[src/rtl/alu_req_arbiter.sv]
// Round-robin arbiter that shares one ALU between two requesters.
// It issues one op at a time, waits a command-dependent latency and returns the result over a response handshake.
module alu_req_arbiter #(
  parameter int WIDTH   = 8,
  parameter int ALU_LAT = 1,
  parameter int MUL_LAT = 2
) (
  input  logic                 clk,
  input  logic                 rst,
  input  logic [1:0]           req_valid,
  output logic [1:0]           req_ready,
  input  logic [1:0]           req_mode,
  input  logic [1:0]           req_cin,
  input  logic [7:0]           req_cmd,
  input  logic [2*WIDTH-1:0]   req_opa,
  input  logic [2*WIDTH-1:0]   req_opb,
  output logic [1:0]           rsp_valid,
  input  logic [1:0]           rsp_ready,
  output logic [WIDTH:0]       rsp_res,
  output logic [5:0]           rsp_flags,
  output logic                 alu_ce,
  output logic                 alu_mode,
  output logic                 alu_cin,
  output logic [1:0]           alu_inp_valid,
  output logic [3:0]           alu_cmd,
  output logic [WIDTH-1:0]     alu_opa,
  output logic [WIDTH-1:0]     alu_opb,
  input  logic [WIDTH:0]       alu_res,
  input  logic                 alu_err,
  input  logic                 alu_oflow,
  input  logic                 alu_cout,
  input  logic                 alu_g,
  input  logic                 alu_l,
  input  logic                 alu_e
);

  localparam int MAX_LAT = (MUL_LAT > ALU_LAT) ? MUL_LAT : ALU_LAT;
  localparam int CW      = $clog2(MAX_LAT + 1);
  localparam logic [CW-1:0] CNT_ONE = CW'(1);

  typedef enum logic [1:0] {S_IDLE, S_ISSUE, S_WAIT, S_RESP} state_t;

  state_t          state;
  logic            ptr;
  logic            gnt;
  logic [CW-1:0]   cnt;

  logic            sel;
  logic            sel_mode;
  logic            sel_cin;
  logic [3:0]      sel_cmd;
  logic [WIDTH-1:0] sel_opa;
  logic [WIDTH-1:0] sel_opb;
  logic            accept;

  // Grant goes to the pointer holder, falling back to the other requester.
  always_comb begin
    sel = ptr;
    if (!req_valid[ptr] && req_valid[~ptr]) sel = ~ptr;
    accept    = (state == S_IDLE) && req_valid[sel];
    req_ready = 2'b00;
    if (accept) req_ready[sel] = 1'b1;
    sel_mode = req_mode[sel];
    sel_cin  = req_cin[sel];
    sel_cmd  = sel ? req_cmd[7:4] : req_cmd[3:0];
    sel_opa  = sel ? req_opa[2*WIDTH-1:WIDTH] : req_opa[WIDTH-1:0];
    sel_opb  = sel ? req_opb[2*WIDTH-1:WIDTH] : req_opb[WIDTH-1:0];
  end

  always_ff @(posedge clk or negedge rst) begin
    if (!rst) begin
      state         <= S_IDLE;
      ptr           <= 1'b0;
      gnt           <= 1'b0;
      cnt           <= '0;
      rsp_valid     <= 2'b00;
      rsp_res       <= '0;
      rsp_flags     <= 6'b000000;
      alu_ce        <= 1'b0;
      alu_mode      <= 1'b0;
      alu_cin       <= 1'b0;
      alu_inp_valid <= 2'b00;
      alu_cmd       <= 4'd0;
      alu_opa       <= '0;
      alu_opb       <= '0;
    end else begin
      case (state)
        S_IDLE: begin
          if (accept) begin
            gnt <= sel;
            if (sel_cmd > 4'd13) begin
              // Illegal command: answer with an error without touching the ALU.
              rsp_res   <= '0;
              rsp_flags <= 6'b100000;
              rsp_valid <= {sel, ~sel};
              state     <= S_RESP;
            end else begin
              alu_ce        <= 1'b1;
              alu_inp_valid <= 2'b11;
              alu_mode      <= sel_mode;
              alu_cin       <= sel_cin;
              alu_cmd       <= sel_cmd;
              alu_opa       <= sel_opa;
              alu_opb       <= sel_opb;
              state         <= S_ISSUE;
            end
          end
        end
        S_ISSUE: begin
          if (alu_mode && (alu_cmd == 4'd9 || alu_cmd == 4'd10)) cnt <= CW'(MUL_LAT);
          else                                                    cnt <= CW'(ALU_LAT);
          state <= S_WAIT;
        end
        S_WAIT: begin
          if (cnt == CNT_ONE) begin
            rsp_res       <= alu_res;
            rsp_flags     <= {alu_err, alu_oflow, alu_cout, alu_g, alu_l, alu_e};
            rsp_valid     <= {gnt, ~gnt};
            alu_ce        <= 1'b0;
            alu_inp_valid <= 2'b00;
            state         <= S_RESP;
          end else begin
            cnt <= cnt - CNT_ONE;
          end
        end
        S_RESP: begin
          if (rsp_ready[gnt]) begin
            rsp_valid <= 2'b00;
            ptr       <= ~gnt;
            state     <= S_IDLE;
          end
        end
        default: state <= S_IDLE;
      endcase
    end
  end

endmodule

[config.mk]
export PLATFORM = sky130hd
export DESIGN_NAME = alu_req_arbiter
export DESIGN_NICKNAME = d
export VERILOG_FILES = /design/src/rtl/alu_req_arbiter.sv
export SDC_FILE = /design/constraint.sdc
export NUM_CORES = 1
export LEC_CHECK = 0
export ABC_AREA = 1
export CELL_PAD_IN_SITES_DETAIL_PLACEMENT = 1
export CELL_PAD_IN_SITES_GLOBAL_PLACEMENT = 2
export CORE_MARGIN = 3
export CORE_UTILIZATION = 23
export DETAILED_ROUTE_END_ITERATION = 7
export PLACE_DENSITY_LB_ADDON = 0.1
export SLEW_MARGIN = 20
export SYNTH_ARGS = -nofsm -noshare
export SYNTH_HDL_FRONTEND = slang
export SYNTH_SLANG_ARGS = --single-unit
[constraint.sdc]
create_clock -name clk -period 2.1 [get_ports clk]
set_input_delay 0.21 -clock clk [delete_from_list [all_inputs] [get_ports clk]]
set_output_delay 0.21 -clock clk [all_outputs]
set_load 0.1 [all_outputs]
==> key figures <==
Run status
  • Outcome: finished clean

Final layout
  • FF/Latch Area: around 1200 sq um
  • Final #Nets: between 400 and 500
  • Area Overhead vs Synth: 55.4%
  • Fillers: between 1k and 1.5k
  • Share of cells above drive strength 1: between 20% and 30%
  • Most frequent cells in the layout: 90 x nand2_1, 63 x clkdlybuf4s50_1, 58 x buf_4
  • Area occupied by multi-input gates: between 1000 and 1500 sq um
  • Most common cell after layout, fill and taps aside: nand2_1
  • # diodes: 0

Global route
  • GRT Util Overall: roughly 13%
  • Antenna violations before repair: 0
  • Pin count of the biggest net entering global routing: 47
  • Total congestion overflow: 0
  • First-pass GRT wire length: 11900 um
  • Vias in the first global route: 2377

Timing
  • Fin crit share: between 90% and 100%
  • RSZ-0062 raised after global routing: false
  • Slew headroom: a little under 60%
  • Setup TNS: 0 ns
  • Worst slew pin tran: between 0.6 and 0.7 ns
  • Hold Fails Final Rpt: 0
  • Setup violators final: 0
  • Achievable Freq: around 500 MHz
  • Max Slew Vio Count: 0
  • Clock period minus worst slack: roughly 2.0 ns
  • Post-route clock skew: around 0.010 ns

Yosys
  • Yosys reg bits: 46
  • Unique cell type count in the Yosys netlist: 26
  • Main synth FF type: dfrtp_1
  • Synth Instances: 269
  • Yosys top cell by area: dfrtp_1
  • YS warnings: 0
  • Largest cells by area after synthesis: dfrtp_1 48%, nand2_1 14%, mux2i_1 8.0%
  • Syn nets: between 300 and 400
  • Post-synth EDFFs: 0
  • Area share of the largest cell type after synthesis: between 40% and 50%
  • Synth Cell Area: between 2000 and 2500 sq um
  • Asr flop ratio synth: between 90% and 100%
  • Sequential fraction of the synthesis area: 48.1%
  • Syn avg cell area: 8.89 sq um

Worst setup path
  • Critical path cell sequence: inv_1 -> ha_2 -> inv_1 -> buf_4 -> nor2_2 -> inv_1 -> nor2_2 -> buf_12
  • CP max-delay cell: dfrtp_1
  • Critical path startpoint category: flop
  • Worst Path Required: about 1.9 ns
  • Critical path peak fanout: 4
  • CP peak stage delay: roughly 0.42 ns
  • Critical Path Most Common Cell: inv_1
  • CP Capture Type: output pin
  • Worst EP arrival: about 1.8 ns
  • Worst R2R Path Depth: 11
  • Crit path kind: reg2out

Detailed routing
  • Routed len/inst: ~14 um
  • Iteration-0 DRC Markers: 45
  • WL final: around 7300 um
  • First-pass DRT Iterations: 4
  • Via count: between 2k and 2.5k
  • DR vias/cell: ~4.3
  • Drc violations: 0
  • Antenna Nets Post-Route: 0

Clock tree
  • Clock root buffer: clkbuf_8
  • Clock Sink Count: 46
  • Htree depth: 2
  • CTS tree: built
  • Clock tree buffer depth: 2
  • Worst-Skew Late Latency: ~0.3 ns
  • CTS buffer count: 5
  • Clk pin slew, worst setup/hold paths: 0.10 ns

Die
  • Top-level port count: approximately 110
  • Die X: 108 um
  • Die Y: between 100 and 150 um
  • Core Area: 9950 sq um
  • Site Rows: 36
  • Starting Density: about a quarter
  • Die Area: approximately 12000 sq um

Place
  • Routability congestion estimate from global placement: roughly 0.75
  • I/O Buffers: about 110
  • Post-DP HPWL: around 5500 um

Run
  • Total of max-cap violations: 0

Min path
  • Class of the most critical hold timing path: in2async
-- metrics by stage --
step | setup slack, ns | cell area [sq um] | instances | utilization, % | hold WS [ns]
6_report | 0.140 | 3710 | 522 | 37.3 | 0.000254
2_1_floorplan | -0.0639 | 2400 | 269 | - | -0.0856
5_1_grt | 0.0175 | 3710 | 522 | 37.3 | 0.0491
3_3_place_gp | 0.0544 | 3540 | 507 | 35.6 | 0.363
3_5_place_dp | -0.0251 | 3540 | 507 | 35.6 | 0.366
4_1_cts | 0.0408 | 3680 | 518 | 37.0 | 0.0270
-- worst max-delay path, delay by kind of cell (launching register included) --
kind	cells	cell delay (ns)
adder cells (fa/ha/maj)	1	0.20
flip-flops	1	0.42
buffers and inverters	5	0.56
AND/OR/NAND/NOR	2	0.25
-- sequential cells by signal, indices dropped and copies added, names as in the netlist, 2 cells and up --
signal	flops
alu_cmd	4
rsp_flags	6
alu_opa	8
state	2
cnt	2
rsp_res	9
alu_opb	8
rsp_valid	2
-- final cells by class --
| class | instances | share of cell area, % |
|---|---|---|
| Clock buffer | 5 | 1.85 |
| Clock inverter | 3 | 1.31 |
| Inverter | 12 | 1.25 |
| Multi-Input combinational cell | 198 | 29.7 |
| Sequential cell | 46 | 31.0 |
| Tap cell | 133 | 4.48 |
| Timing Repair Buffer | 125 | 30.4 |
-- synthesized netlist by cell type (3+ instances only) --
library cell   n
nor2_1        11
a21oi_1        6
dfrtp_1       46
buf_4          5
nand2_2        6
o21ai_0       17
nand2_4        3
ha_1           5
o21ai_1        7
nand3b_1      15
buf_6          4
nand2_1       90
inv_1         10
mux2i_1       19
buf_2          3
nand3_1       12
-- metal layers --
layer,GRT usage [%],vias up,routed length [um]
met2,23.4,54,3750
met4,3.34,0,74
met5,0,-,0
li1,-,1112,-
met3,3.04,6,414
met1,15.2,1079,3030
-- timing repair --
action,4_1_cts,5_1_grt
pin swaps,1,0
resized for setup,0,2
buffers inserted,3,4
endpoints found under the setup margin,15,1
hold buffers,0,0
-- logic make-up after synthesis --
kind of cell               synth area share, %
adders and majority gates                 2.62
AOI/OAI and AO/OA                         6.54
xor gates and xnor gates                 0.366
and+or+nand+nor                           28.2
DFF                                       48.1
muxes                                     7.95
buffers and inverters                     6.17
-- worst paths after layout --
kind | start | endpoint | slack [ns]
setup / recovery | state[1]$_DFFE_PN0P_ | req_ready[1] | 0.14
hold reg to reg | rsp_res[1]$_DFFE_PN0P_ | rsp_res[1]$_DFFE_PN0P_ | 0.49
max in group asynchronous | rst | alu_cmd[3]$_DFFE_PN0P_ | 1.68
setup reg to reg | state[1]$_DFFE_PN0P_ | rsp_valid[1]$_DFFE_PN0P_ | 0.22
hold / removal | rst | alu_opb[0]$_DFFE_PN0P_ | 0.0003
min in group clk | rsp_res[1]$_DFFE_PN0P_ | rsp_res[1]$_DFFE_PN0P_ | 0.49
Power is not shown: default switching activity piles up to over one toggle a cycle in this logic, so the estimate is an artifact.
